**config.mk**
```make
export PLATFORM = sky130hd
export DESIGN_NAME = wb_lsu_master_flat
export DESIGN_NICKNAME = d
export VERILOG_FILES = /design/src/rtl/wb_pkg.sv /design/src/rtl/wb_lsu_master_if.sv /design/src/rtl/wb_lsu_wdt.sv /design/src/rtl/wb_lsu_master.sv /design/src/flat_wrapper.sv
export SDC_FILE = /design/constraint.sdc
export NUM_CORES = 1
export LEC_CHECK = 0
export CAP_MARGIN = 30
export CORE_MARGIN = 5
export CORE_UTILIZATION = 30
export CTS_CLUSTER_DIAMETER = 50
export CTS_CLUSTER_SIZE = 20
export DETAILED_ROUTE_END_ITERATION = 8
export PLACE_DENSITY_LB_ADDON = 0.05
export SLEW_MARGIN = 5
export SYNTH_ARGS = -nofsm -noshare
export SYNTH_HDL_FRONTEND = slang
export SYNTH_SLANG_ARGS = --single-unit
```
**constraint.sdc**
```tcl
create_clock -name clk -period 2.2 [get_ports clk]
set_input_delay 0.66 -clock clk [delete_from_list [all_inputs] [get_ports clk]]
set_output_delay 0.66 -clock clk [all_outputs]
set_load 0.1 [all_outputs]
```
**src/rtl/wb_pkg.sv**
```systemverilog
// wb_pkg: shared types and constants for the Wishbone load/store master.
//   - default address/data widths
//   - FSM state enum (IDLE/BUS/RESP), also exposed for debug
//   - request struct {we, adr, dat, sel}
package wb_pkg;

    localparam int WB_ADDR_W = 32;
    localparam int WB_DATA_W = 32;
    localparam int WB_SEL_W  = WB_DATA_W / 8;

    typedef enum logic [1:0] {
        IDLE = 2'd0,
        BUS  = 2'd1,
        RESP = 2'd2
    } wb_state_e;

    typedef struct packed {
        logic                 we;
        logic [WB_ADDR_W-1:0] adr;
        logic [WB_DATA_W-1:0] dat;
        logic [WB_SEL_W-1:0]  sel;
    } wb_req_t;

endpackage

```
**src/rtl/wb_lsu_master_if.sv**
```systemverilog
// wb_lsu_master_if: core request/response channels plus Wishbone classic bus.
//   master modport: the LSU side (accepts requests, drives the bus).
//   slave modport : the environment side (core + Wishbone responder).
// Handshake rule for both req_* and rsp_*: a transfer happens on a rising edge
// where valid and ready are both 1; the producer holds valid and payload
// stable until that edge, and ready never depends combinationally on valid.
interface wb_lsu_master_if #(
    parameter int ADDR_W = wb_pkg::WB_ADDR_W,
    parameter int DATA_W = wb_pkg::WB_DATA_W
);
    localparam int SEL_W = DATA_W / 8;

    logic              req_valid;
    logic              req_ready;
    logic              req_we;
    logic [ADDR_W-1:0] req_addr;
    logic [DATA_W-1:0] req_wdata;
    logic [SEL_W-1:0]  req_sel;

    logic              rsp_valid;
    logic              rsp_ready;
    logic [DATA_W-1:0] rsp_rdata;
    logic              rsp_err;

    logic              wb_cyc_o;
    logic              wb_stb_o;
    logic              wb_we_o;
    logic [ADDR_W-1:0] wb_adr_o;
    logic [DATA_W-1:0] wb_dat_o;
    logic [SEL_W-1:0]  wb_sel_o;
    logic [DATA_W-1:0] wb_dat_i;
    logic              wb_ack_i;

    modport master (
        input  req_valid, req_we, req_addr, req_wdata, req_sel,
        output req_ready,
        output rsp_valid, rsp_rdata, rsp_err,
        input  rsp_ready,
        output wb_cyc_o, wb_stb_o, wb_we_o, wb_adr_o, wb_dat_o, wb_sel_o,
        input  wb_dat_i, wb_ack_i
    );

    modport slave (
        output req_valid, req_we, req_addr, req_wdata, req_sel,
        input  req_ready,
        input  rsp_valid, rsp_rdata, rsp_err,
        output rsp_ready,
        input  wb_cyc_o, wb_stb_o, wb_we_o, wb_adr_o, wb_dat_o, wb_sel_o,
        output wb_dat_i, wb_ack_i
    );

endinterface

```
**src/rtl/wb_lsu_wdt.sv**
```systemverilog
// wb_lsu_wdt: bus-cycle watchdog for the load/store master.
//   clk, rst_n : clock, synchronous active-low reset
//   clr        : restart the count (transaction accepted)
//   en         : one more bus cycle passed without ack
//   expire     : this enabled cycle is the LIMIT-th without ack
// Only instantiated when WB_LSU_TIMEOUT_EN is defined.
module wb_lsu_wdt #(
    parameter int LIMIT = 255
) (
    input  logic clk,
    input  logic rst_n,
    input  logic clr,
    input  logic en,
    output logic expire
);
    localparam int CW = (LIMIT < 2) ? 1 : $clog2(LIMIT + 1);

    logic [CW-1:0] count;

    always_ff @(posedge clk) begin
        if (!rst_n || clr) begin
            count <= '0;
        end else if (en) begin
            count <= count + CW'(1);
        end
    end

    // count holds the number of ack-less cycles already seen, so the
    // current cycle is the LIMIT-th one when count == LIMIT-1.
    assign expire = en && (count == CW'(LIMIT - 1));

endmodule

```
**src/rtl/wb_lsu_master.sv**
```systemverilog
// wb_lsu_master: Wishbone classic initiator for single load/store requests.
//   clk, rst_n : clock, synchronous active-low reset
//   bus        : wb_lsu_master_if.master (req_*, rsp_*, wb_* signals)
//   dbg_state  : current FSM state, for checkers and debug
// One transaction in flight: IDLE -> BUS -> RESP -> IDLE, all outputs registered.
// Optional feature macro: WB_LSU_TIMEOUT_EN (abort a bus cycle with rsp_err
// after TIMEOUT_CYCLES cycles without ack). Undefined: wait for ack forever.
module wb_lsu_master
    import wb_pkg::*;
#(
    parameter int ADDR_W         = WB_ADDR_W,
    parameter int DATA_W         = WB_DATA_W,
    parameter int TIMEOUT_CYCLES = 255
) (
    input  logic                  clk,
    input  logic                  rst_n,
    wb_lsu_master_if.master       bus,
    output wb_state_e             dbg_state
);
    localparam int SEL_W = DATA_W / 8;

    wb_state_e         state;
    logic              req_ready_q;
    logic              rsp_valid_q;
    logic [DATA_W-1:0] rdata_q;
    logic              err_q;
    logic              cyc_q;
    logic              we_q;
    logic [ADDR_W-1:0] adr_q;
    logic [DATA_W-1:0] dat_q;
    logic [SEL_W-1:0]  sel_q;

`ifdef WB_LSU_TIMEOUT_EN
    logic wdt_clr;
    logic wdt_en;
    logic wdt_expire;

    // Count restarts on acceptance, so it is zero on the first BUS cycle.
    assign wdt_clr = (state == IDLE) && bus.req_valid;
    assign wdt_en  = (state == BUS) && !bus.wb_ack_i;

    wb_lsu_wdt #(.LIMIT(TIMEOUT_CYCLES)) u_wdt (
        .clk    (clk),
        .rst_n  (rst_n),
        .clr    (wdt_clr),
        .en     (wdt_en),
        .expire (wdt_expire)
    );
`endif

    always_ff @(posedge clk) begin
        if (!rst_n) begin
            state       <= IDLE;
            req_ready_q <= 1'b1;
            rsp_valid_q <= 1'b0;
            rdata_q     <= '0;
            err_q       <= 1'b0;
            cyc_q       <= 1'b0;
            we_q        <= 1'b0;
            adr_q       <= '0;
            dat_q       <= '0;
            sel_q       <= '0;
        end else begin
            case (state)
                IDLE: begin
                    // req_ready is 1 throughout IDLE, so req_valid alone is the accept.
                    if (bus.req_valid) begin
                        req_ready_q <= 1'b0;
                        cyc_q       <= 1'b1;
                        we_q        <= bus.req_we;
                        adr_q       <= bus.req_addr;
                        dat_q       <= bus.req_wdata;
                        sel_q       <= bus.req_sel;
                        state       <= BUS;
                    end
                end
                BUS: begin
                    // Ack takes priority over an expiring watchdog in the same cycle.
                    if (bus.wb_ack_i) begin
                        cyc_q       <= 1'b0;
                        we_q        <= 1'b0;
                        rdata_q     <= we_q ? '0 : bus.wb_dat_i;
                        err_q       <= 1'b0;
                        rsp_valid_q <= 1'b1;
                        state       <= RESP;
                    end
`ifdef WB_LSU_TIMEOUT_EN
                    else if (wdt_expire) begin
                        cyc_q       <= 1'b0;
                        we_q        <= 1'b0;
                        rdata_q     <= '0;
                        err_q       <= 1'b1;
                        rsp_valid_q <= 1'b1;
                        state       <= RESP;
                    end
`endif
                end
                RESP: begin
                    // Ready returns one cycle after the handshake: no back-to-back accept.
                    if (bus.rsp_ready) begin
                        rsp_valid_q <= 1'b0;
                        req_ready_q <= 1'b1;
                        state       <= IDLE;
                    end
                end
                default: begin
                    state       <= IDLE;
                    req_ready_q <= 1'b1;
                    rsp_valid_q <= 1'b0;
                    cyc_q       <= 1'b0;
                    we_q        <= 1'b0;
                end
            endcase
        end
    end

    assign bus.req_ready = req_ready_q;
    assign bus.rsp_valid = rsp_valid_q;
    assign bus.rsp_rdata = rdata_q;
    assign bus.rsp_err   = err_q;
    assign bus.wb_cyc_o  = cyc_q;
    assign bus.wb_stb_o  = cyc_q;
    assign bus.wb_we_o   = we_q;
    assign bus.wb_adr_o  = adr_q;
    assign bus.wb_dat_o  = dat_q;
    assign bus.wb_sel_o  = sel_q;
    assign dbg_state     = state;

endmodule
```
**src/flat_wrapper.sv**
```systemverilog
// flat-port wrapper written by rule: the top's interface ports become plain ports
module wb_lsu_master_flat import wb_pkg::*;
#(
    parameter int ADDR_W         = WB_ADDR_W,
    parameter int DATA_W         = WB_DATA_W,
    parameter int TIMEOUT_CYCLES = 255
)
  (clk, rst_n, dbg_state, bus_req_valid, bus_req_we, bus_req_addr, bus_req_wdata, bus_req_sel, bus_req_ready, bus_rsp_valid, bus_rsp_rdata, bus_rsp_err, bus_rsp_ready, bus_wb_cyc_o, bus_wb_stb_o, bus_wb_we_o, bus_wb_adr_o, bus_wb_dat_o, bus_wb_sel_o, bus_wb_dat_i, bus_wb_ack_i);
  wb_lsu_master_if #(.ADDR_W(ADDR_W), .DATA_W(DATA_W)) bus_i ();
  input  logic clk;
  input  logic rst_n;
  output wb_state_e dbg_state;
  input wire logic [$bits(bus_i.req_valid)-1:0] bus_req_valid;
  input wire logic [$bits(bus_i.req_we)-1:0] bus_req_we;
  input wire logic [$bits(bus_i.req_addr)-1:0] bus_req_addr;
  input wire logic [$bits(bus_i.req_wdata)-1:0] bus_req_wdata;
  input wire logic [$bits(bus_i.req_sel)-1:0] bus_req_sel;
  output wire logic [$bits(bus_i.req_ready)-1:0] bus_req_ready;
  output wire logic [$bits(bus_i.rsp_valid)-1:0] bus_rsp_valid;
  output wire logic [$bits(bus_i.rsp_rdata)-1:0] bus_rsp_rdata;
  output wire logic [$bits(bus_i.rsp_err)-1:0] bus_rsp_err;
  input wire logic [$bits(bus_i.rsp_ready)-1:0] bus_rsp_ready;
  output wire logic [$bits(bus_i.wb_cyc_o)-1:0] bus_wb_cyc_o;
  output wire logic [$bits(bus_i.wb_stb_o)-1:0] bus_wb_stb_o;
  output wire logic [$bits(bus_i.wb_we_o)-1:0] bus_wb_we_o;
  output wire logic [$bits(bus_i.wb_adr_o)-1:0] bus_wb_adr_o;
  output wire logic [$bits(bus_i.wb_dat_o)-1:0] bus_wb_dat_o;
  output wire logic [$bits(bus_i.wb_sel_o)-1:0] bus_wb_sel_o;
  input wire logic [$bits(bus_i.wb_dat_i)-1:0] bus_wb_dat_i;
  input wire logic [$bits(bus_i.wb_ack_i)-1:0] bus_wb_ack_i;
  assign bus_i.req_valid = bus_req_valid;
  assign bus_i.req_we = bus_req_we;
  assign bus_i.req_addr = bus_req_addr;
  assign bus_i.req_wdata = bus_req_wdata;
  assign bus_i.req_sel = bus_req_sel;
  assign bus_req_ready = bus_i.req_ready;
  assign bus_rsp_valid = bus_i.rsp_valid;
  assign bus_rsp_rdata = bus_i.rsp_rdata;
  assign bus_rsp_err = bus_i.rsp_err;
  assign bus_i.rsp_ready = bus_rsp_ready;
  assign bus_wb_cyc_o = bus_i.wb_cyc_o;
  assign bus_wb_stb_o = bus_i.wb_stb_o;
  assign bus_wb_we_o = bus_i.wb_we_o;
  assign bus_wb_adr_o = bus_i.wb_adr_o;
  assign bus_wb_dat_o = bus_i.wb_dat_o;
  assign bus_wb_sel_o = bus_i.wb_sel_o;
  assign bus_i.wb_dat_i = bus_wb_dat_i;
  assign bus_i.wb_ack_i = bus_wb_ack_i;
  wb_lsu_master #(.ADDR_W(ADDR_W), .DATA_W(DATA_W), .TIMEOUT_CYCLES(TIMEOUT_CYCLES)) u_core (.clk(clk), .rst_n(rst_n), .bus(bus_i), .dbg_state(dbg_state));
endmodule
```
==> results of run 1 <==
## flip-flops by register name, indices dropped and copies added (netlist names)
signal,flops
u_core.bus.rsp_rdata,32
u_core.bus.wb_adr_o,32
u_core.bus.wb_dat_o,32
u_core.bus.wb_sel_o,4
u_core.dbg_state,2
u_core.bus.req_ready,1
u_core.bus.rsp_valid,1
u_core.bus.wb_cyc_o,1
u_core.bus.wb_we_o,1
## cell families after synthesis
group | count (synthesis) | share of synthesized area, %
AOI/OAI and AO/OA | 109 | 19.5
buffers and inverters | 41 | 5.09
DFF | 106 | 51.4
other | 1 | 0.0908
and+or+nand+nor | 217 | 23.9
## worst max-delay path by stage
| stage | startpoint | end | slack [ps] | cells past startpoint |
|---|---|---|---|---|
| after floorplan | u_core.bus.wb_cyc_o | bus_wb_stb_o | 150 | 1 |
| after global placement | bus_req_valid | u_core.bus.wb_dat_o[25] | 50 | 5 |
| after detailed placement | bus_req_valid | u_core.bus.wb_adr_o[26] | 20 | 6 |
| after CTS | u_core.dbg_state[0] | dbg_state[0] | 260 | 1 |
| after global routing | u_core.dbg_state[0] | dbg_state[0] | 210 | 1 |
| final | u_core.dbg_state[0] | dbg_state[0] | 280 | 1 |
## power breakdown
part,internal [mW],leakage [nW],total (mW),switching (mW)
sequential,2.03,0.868,2.10,0.0674
clock,0.945,0.147,1.63,0.684
combinational,0.444,1.57,1.53,1.09
## metal layers
layer / wire length (um) / track usage (%) / vias to the layer above
met5: 0 / 0 / -
met3: 1160 / 7.30 / 12
met1: 5310 / 17.8 / 1727
met2: 5940 / 25.1 / 147
li1: - / - / 1921
met4: 211 / 4.29 / 0
## area by class of cell
type                    instances  area, um^2
fillers                      1291        6890
flip-flops and latches        106        2120
repair buffers                222        2010
multi-input cells             327        1810
clock buffers                  14         264
well taps                     176         220
clock inverters                 2        35.0
inverters                       1        3.75
## cells in the mapped netlist
master,number,area share (%)
nand2b_1,4,0.61
and3b_1,1,0.21
nor2b_1,3,0.45
nor3b_2,1,0.30
clkbuf_1,18,1.6
conb_1,1,0.091
nor2_1,1,0.091
a21boi_1,20,3.6
buf_4,4,0.73
and2_1,1,0.15
o21a_1,3,0.55
a21oi_1,4,0.48
inv_1,1,0.091
nand2_1,169,15
nand3b_1,35,6.4
a21boi_0,80,15
o21ai_0,1,0.12
or3b_1,1,0.21
nor3b_1,1,0.18
buf_6,3,0.82
dfxtp_1,106,51
o21ai_2,1,0.21
buf_2,15,1.8
## stage by stage
step	power, mW	hold WS (ps)
after detailed placement	3.69	446
after floorplan	3.22	795
after global routing	5.50	476
final	5.26	453
after global placement	3.68	443
after CTS	5.35	456
==> impl_results.md, run 1 <==
- Status: complete, no violations
- Worst Slack Setup Final: 284 ps
- Hold depth: 2
- Delay-heaviest family, CP: flip-flops
- Worst Tran Pin Value: 543 ps
- GRT overflow: 0
- Normalized max-slew margin: 63.8%
- TNS Setup: 0 ps
- Critical Path RT: 1540 ps
- Worst r2r src: u_core.dbg_state[0]
- Tot GR Track Use: 15.3%
- Cells after Synth: 474
- Netlist Area Pre-Place: 4130 um^2
- RSZ-0062 raised after global routing: no
- CP arrival: 1260 ps
- Avg WL per Cell: 14.9 um
- Pleak: 2.59 nW
- Final HPWL DP: 8.86 mm
- Initial antenna violation count: 0
- Antenna-violating nets left: 0
- Final non-filler cell total: 848
- Port Buffers: 212
- # hold bufs at CTS: 0
- Reg clk slew, reported paths: 70 ps
- Die Wd: 127 um
- CTS buffer count: 9
- Min cycle time layout: 1920 ps
- Worst skew pair latency: 340 ps
- Flops & latches, synth: 106
- Place WS: 16.4 ps
- Pin count of the biggest net entering global routing: 107
- Drt total wl: 12.6 mm
- Register area share after synthesis: 51.4%
- Total of max-cap violations: 0
- Startpoint Class: flop
- Setup Skew: 3.92 ps
- Final Max Slew Viols: 0
- Syn Nets: 580
- Cell area power density: 814 nW/um^2
- # diodes: 0
- Number of H-tree levels: 3
- Root buffer cell: clkbuf_16
- Reg2reg setup slack: 620 ps
- Setup crit end kind: output port
- Commonest non-fill, non-tap cell in the layout: nand2_1
- Initial Util: 31.0%
- Die ar.: 16,200 um^2
- Row cnt: 42
- Fmax: 522 MHz
- Buffers & Inverters on Critical Path: 1
- Post-CTS setup buffers: 0
- Inst Count DP: 832
- CTS tree: yes
- Worst Hold Launch: u_core.bus.wb_dat_o[30]
- Nets: 773
- Peak supply drop: 0.000538 V
- Layout cells sized above 1: 19.9%
- Post-layout util: 48.4%
- Crit path max fanout: 13
- Cell area after layout: 6460 um^2
- Core Area: 13,300 um^2
- First-pass GRT wire length: 19.7 mm
- # setup viols final: 0
- Worst Hold End: u_core.bus.wb_dat_o[30]
- DRT iter0 DRCs: 161
- Pre-Repair DR Iteration Count: 4
- Synth warn: 0
- Vias in the first global route: 3,772
- Clock sinks: 106
- Die Y: 127 um
- Hold crit path type: reg -> reg
- Most frequent cells in the layout: nand2_1, buf_4, dfxtp_1
- Slowest-stage cell, CP: dfxtp_1
- Distinct cells, synth: 23
- Gpl congestion: 0.746
- Area delta synth->final: 56.4%
- Vias: 3,807
- Post-cts gate resize count: 0
- Post-route DRC: 0
- Boundary pin count: 214
- Worst-path cell chain: buf_12
- Max incr delay on CP: 660 ps
- Syn avg cell area: 8.72 um^2
- Worst Setup Path Type: reg -> out
- Cells on worst reg2reg path: 4
- R2r endpoint: u_core.bus.wb_dat_o[11]
- Fin. Hold Viols: 0
- Fin crit share: 87.1%
- DP Area: 6160 um^2
- DR vias/cell: 4.49
- Clk buf depth: 2
No activity file was read; power rests on OpenSTA's default activity.
==> run 2, diff against run 1 <==
Settings changed: ABC_AREA set to 1, CTS_CLUSTER_DIAMETER 50 to 80, SLEW_MARGIN 5 to 10.
==> run 2 against run 1 <==
Compared with the run above: register-to-register slack improved by 230 ps; power increased by 6.4%; count of clock-buffer cells in the layout rose by 1; worst setup slack gained 190 ps; final cell count is 0.24% lower; first-iteration DRC count is 24% higher; final area shrank 5.9%; critical path depth did not move; combinational power rose by 21%; non-clock buffer count down 3.
==> impl_results.md, run 2 <==
- CTS buffer count: 9
- CP arrival: 1060 ps
- Flops & latches, synth: 106
- Setup Skew: 5.39 ps
- Min cycle time layout: 1720 ps
- Synth warn: 0
- Reg2reg setup slack: 850 ps
- Crit path from: u_core.dbg_state[0]
- Worst Hold End: u_core.bus.rsp_valid
- Synth area leader: dfxtp_1
- Root buffer cell: clkbuf_16
- Port Buffers: 212
- Startpoint Class: flop
- Core Area: 12,500 um^2
- Most frequent cells in the layout: nor2_1, buf_4, dfxtp_1
- Fin crit share: 78.3%
- Distinct cells, synth: 22
- Die Y: 123 um
- Synth top area share: 55.7%
- Worst Hold Launch: u_core.bus.rsp_valid
- Worst r2r src: u_core.dbg_state[1]
- Cell area power density: 921 nW/um^2
- First-pass GRT wire length: 18.1 mm
- Total of max-cap violations: 0
- Register area share after synthesis: 55.7%
- Pleak: 2.57 nW
- Layout cells sized above 1: 20.6%
- Fmax: 580 MHz
- Cells on worst reg2reg path: 6
- Row cnt: 41
- Tot GR Track Use: 15.5%
- Vias in the first global route: 3,616
- GRT overflow: 0
- Post-CTS setup buffers: 0
- Nets: 775
- Fin. Hold Viols: 0
- Status: complete, no violations
- Crit path max fanout: 7
- DP Area: 5780 um^2
- Clk buf depth: 2
- Final HPWL DP: 8.31 mm
- Final Max Slew Viols: 0
- Pre-Repair DR Iteration Count: 4
- Gpl congestion: 0.752
- Pin count of the biggest net entering global routing: 72
- Critical Path RT: 1540 ps
- Avg WL per Cell: 14.0 um
- Hold depth: 2
- Vias: 3,749
- Area delta synth->final: 59.7%
- Syn Nets: 581
- Syn avg cell area: 8.02 um^2
- Top cells by count, synth: nor2_1, dfxtp_1, o21ai_0
- Delay-heaviest family, CP: flip-flops
- Peak supply drop: 0.000310 V
- Hold crit path type: reg -> reg
- Top-count cell post-synth: nor2_1
- Die ar.: 15,000 um^2
- DR vias/cell: 4.43
- Drt total wl: 11.9 mm
- Worst-path cell chain: buf_12
- Reg clk slew, reported paths: 70 ps
- Slowest-stage cell, CP: dfxtp_1
- Normalized max-slew margin: 57.1%
- Initial antenna violation count: 0
- # diodes: 0
- Initial Util: 30.4%
- Antenna-violating nets left: 0
- Cells after Synth: 475
- Worst Setup Path Type: reg -> out
- Ys flop type: dfxtp_1
- CTS tree: yes
- DRT iter0 DRCs: 199
- Commonest non-fill, non-tap cell in the layout: nor2_1
- # setup viols final: 0
- Worst Tran Pin Value: 643 ps
- Post-cts gate resize count: 0
- Boundary pin count: 214
- Netlist Area Pre-Place: 3810 um^2
- # hold bufs at CTS: 0
- TNS Setup: 0 ps
- Number of H-tree levels: 3
- R2r endpoint: u_core.bus.rsp_rdata[21]
- Setup crit end kind: output port
- # fillers: 1,257
- Ys async rst share: 0%
- Clock sinks: 106
- Die Wd: 123 um
- Buffers & Inverters on Critical Path: 1
- Synth area leaders: dfxtp_1, nor2_1, o21ai_0, a21oi_1, nand3_1
- Worst skew pair latency: 340 ps
- Cell area after layout: 6080 um^2
- Max incr delay on CP: 500 ps
- RSZ-0062 raised after global routing: no
- Post-route DRC: 0
- Number of synthesized flops with an enable pin: 0
==> run 2: cell types whose count changed in the layout (fill, tap and decap cells not counted), sizes merged, moves of 2 or more <==
cell / change
nor2: +139
nand2: -127
a21boi: -100
o21ai: +68
nand3b: -35
a21oi: +33
nand3: +33
inv: +7
nand2b: -4
buf: -3
nor2b: -3
o21a: -3
nor3b: -2
==> run 2: worst reg2reg max path, cell delays in order, from the launching register on <==
cell	delay, ps
dfxtp_1	470
inv_2	90
nand2_2	120
nor2_8	60
inv_4	280
nand2_1	110
a21oi_1	150
==> run 2: power by group <==
part	internal [mW]	switching, mW	total [mW]	leakage [nW]
sequential	2.06	0.0769	2.14	0.873
clock	0.922	0.684	1.61	0.152
combinational	0.469	1.38	1.85	1.55
total	3.45	2.14	5.60	2.57
==> run 2: kinds of logic (layout without fill, tap and decap cells) <==
family,count (synthesis),count (layout),synth area share [%]
other cells,1,1,0.0985
compound gates,108,108,14.5
simple gates,215,215,22.9
buf+inv,45,244,6.80
flops,106,106,55.7
==> run 2: worst max path at each step <==
stage	end	slack (ps)	cells after the start
2_1_floorplan	bus_wb_stb_o	170	1
3_3_place_gp	u_core.bus.rsp_rdata[13]	270	6
3_5_place_dp	u_core.bus.rsp_rdata[21]	240	6
4_1_cts	dbg_state[0]	460	1
5_1_grt	dbg_state[0]	430	1
6_report	dbg_state[0]	480	1
==> run 2: per-stage QoR <==
stage                     instances  util, %  setup slack [ps]  power, mW  hold WS (ps)
after floorplan                 475        -               166       3.54           791
after global placement          830     46.2               271       4.04           442
after detailed placement        830     46.2               236       4.05           443
after CTS                       846     48.6               461       5.68           461
after global routing            846     48.6               430       5.83           490
final                           846     48.6               477       5.60           461
==> run 2: final cells by class <==
type                       instances  area (um^2)  area share [%]
clock buffer                      15          298            4.90
clock inverter                     1         5.00          0.0823
inverter                           9         36.3           0.597
multi-input combinational        324         1430            23.5
sequential                       106         2120            34.9
tap                              172          215            3.54
timing repair buffer             219         1980            32.5
==> run 2: layer usage <==
| layer | track usage [%] | vias up | routed length (um) |
|---|---|---|---|
| met3 | 5.35 | 18 | 1090 |
| met4 | 7.42 | 0 | 316 |
| met5 | 0 | - | 0 |
| met1 | 18.5 | 1679 | 4900 |
| li1 | - | 1922 | - |
| met2 | 24.8 | 130 | 5590 |
==> run 3, diff against run 2 <==
Clock period 2.2 ns to 1.7 ns, I/O delays scaled along.
==> run 3 against run 2 <==
Compared with the run above: clock skew increased by 1.5 ps; count of clock-buffer cells in the layout decreased by 5; worst setup slack got worse by 250 ps; largest power group unchanged; clock power increased by 32%; combinational power increased by 55%; register-to-register slack got worse by 380 ps.
==> impl_results.md, run 3 (same netlist as run 2, synthesis figures left out) <==
- Met2 wire length: 5.98 mm
- Post-route DRC: 0
- Setup crit end kind: output port
- Post-cts gate resize count: 0
- Core Area: 12,500 um^2
- RSZ-0062 raised after global routing: no
- Peak supply drop: 0.000685 V
- # fillers: 1,114
- Boundary pin count: 214
- Initial antenna violation count: 0
- Crit path max fanout: 7
- Root buffer cell: clkbuf_16
- Drt total wl: 12.3 mm
- Most frequent cells in the layout: nor2_1, buf_12, clkdlybuf4s50_1
- Worst Setup Path Type: reg -> out
- Pleak: 2.95 nW
- Reg area: 2130 um^2
- Layout cells sized above 1: 22.0%
- Tot GR Track Use: 16.2%
- Routed wl met3: 1.19 mm
- GRT overflow: 0
- Final HPWL DP: 9.28 mm
- Clk buf depth: 2
- CTS tree: yes
- Clock sinks: 106
- Status: complete, no violations
- M1 wire length: 4.86 mm
- Row cnt: 41
- Port Buffers: 212
- Cell area after layout: 7460 um^2
- Total of max-cap violations: 0
- Number of H-tree levels: 3
- Startpoint Class: flop
- Slowest-stage cell, CP: dfxtp_2
- Antenna-violating nets left: 0
- Reg clk slew, reported paths: 70 ps
- Avg WL per Cell: 14.4 um
- Gpl congestion: 0.762
- Min cycle time layout: 1470 ps
- Commonest non-fill, non-tap cell in the layout: nor2_1
- DRT iter0 DRCs: 197
- Cell area power density: 1050 nW/um^2
- Die Wd: 123 um
- # setup viols final: 0
- CP arrival: 960 ps
- Buffers & Inverters on Critical Path: 1
- # hold bufs at CTS: 0
- Die Y: 123 um
- First-pass GRT wire length: 19.0 mm
- Delay-heaviest family, CP: flip-flops
- Vias in the first global route: 3,690
- Top Metal Used: met4
- DP Area: 7160 um^2
- Vias: 3,818
- Post-CTS setup buffers: 0
- Fin. Hold Viols: 0
- # diodes: 0
- Fmax: 680 MHz
- Pin count of the biggest net entering global routing: 47
- WHS: 495 ps
- DR vias/cell: 4.48
- Final Max Slew Viols: 0
- Worst-path cell chain: buf_12
- Area delta synth->final: 96.0%
- Initial Util: 30.4%
- Nets: 782
- Die ar.: 15,000 um^2
- Multi-input gate area: 1430 um^2
- Max incr delay on CP: 420 ps
- Fin crit share: 86.5%
- Setup Skew: 6.92 ps
- Pre-Repair DR Iteration Count: 5
- Critical Path RT: 1190 ps
- CTS buffer count: 9
- Worst skew pair latency: 340 ps
- Hold crit path type: reg -> reg
-- run 3: worst paths after layout --
kind,start,endpoint,slack [ps],depth (start not counted)
worst max register to register,u_core.dbg_state[1],u_core.bus.rsp_rdata[15],470,6
worst max-delay path,u_core.dbg_state[0],dbg_state[0],230,1
worst min-delay path,u_core.bus.rsp_valid,u_core.bus.rsp_valid,490,2
worst min register to register,u_core.bus.rsp_valid,u_core.bus.rsp_valid,490,2
-- run 3: layout make-up --
| cell class | instances | share of cell area, % |
|---|---|---|
| timing repair buffer | 226 | 45.0 |
| clock buffer | 10 | 3.20 |
| tap | 172 | 2.88 |
| multi-input combinational | 324 | 19.1 |
| clock inverter | 6 | 0.872 |
| inverter | 9 | 0.486 |
| sequential | 106 | 28.5 |
-- run 3: where the power goes --
part | total [mW] | switching [mW] | internal (mW)
clock network | 2.12 | 0.933 | 1.19
logic | 2.87 | 1.80 | 1.08
registers | 2.87 | 0.195 | 2.67
total | 7.86 | 2.92 | 4.94
-- run 3: metal layers --
metal / track usage (%) / vias up
met4: 6.86 / 0
met3: 6.73 / 19
met2: 26.8 / 131
met5: 0 / -
met1: 18.4 / 1731
li1: - / 1937
-- run 3: through the flow --
stage	TNS (ps)	std cells	setup WS [ps]	util [%]	power, mW
after global placement	-1400	837	-30.7	57.2	5.80
after global routing	0	853	140	59.6	8.16
after floorplan	0	475	64.1	-	4.58
after detailed placement	-3650	837	-87.9	57.2	5.83
final	0	853	229	59.6	7.86
after CTS	0	853	201	59.6	7.96
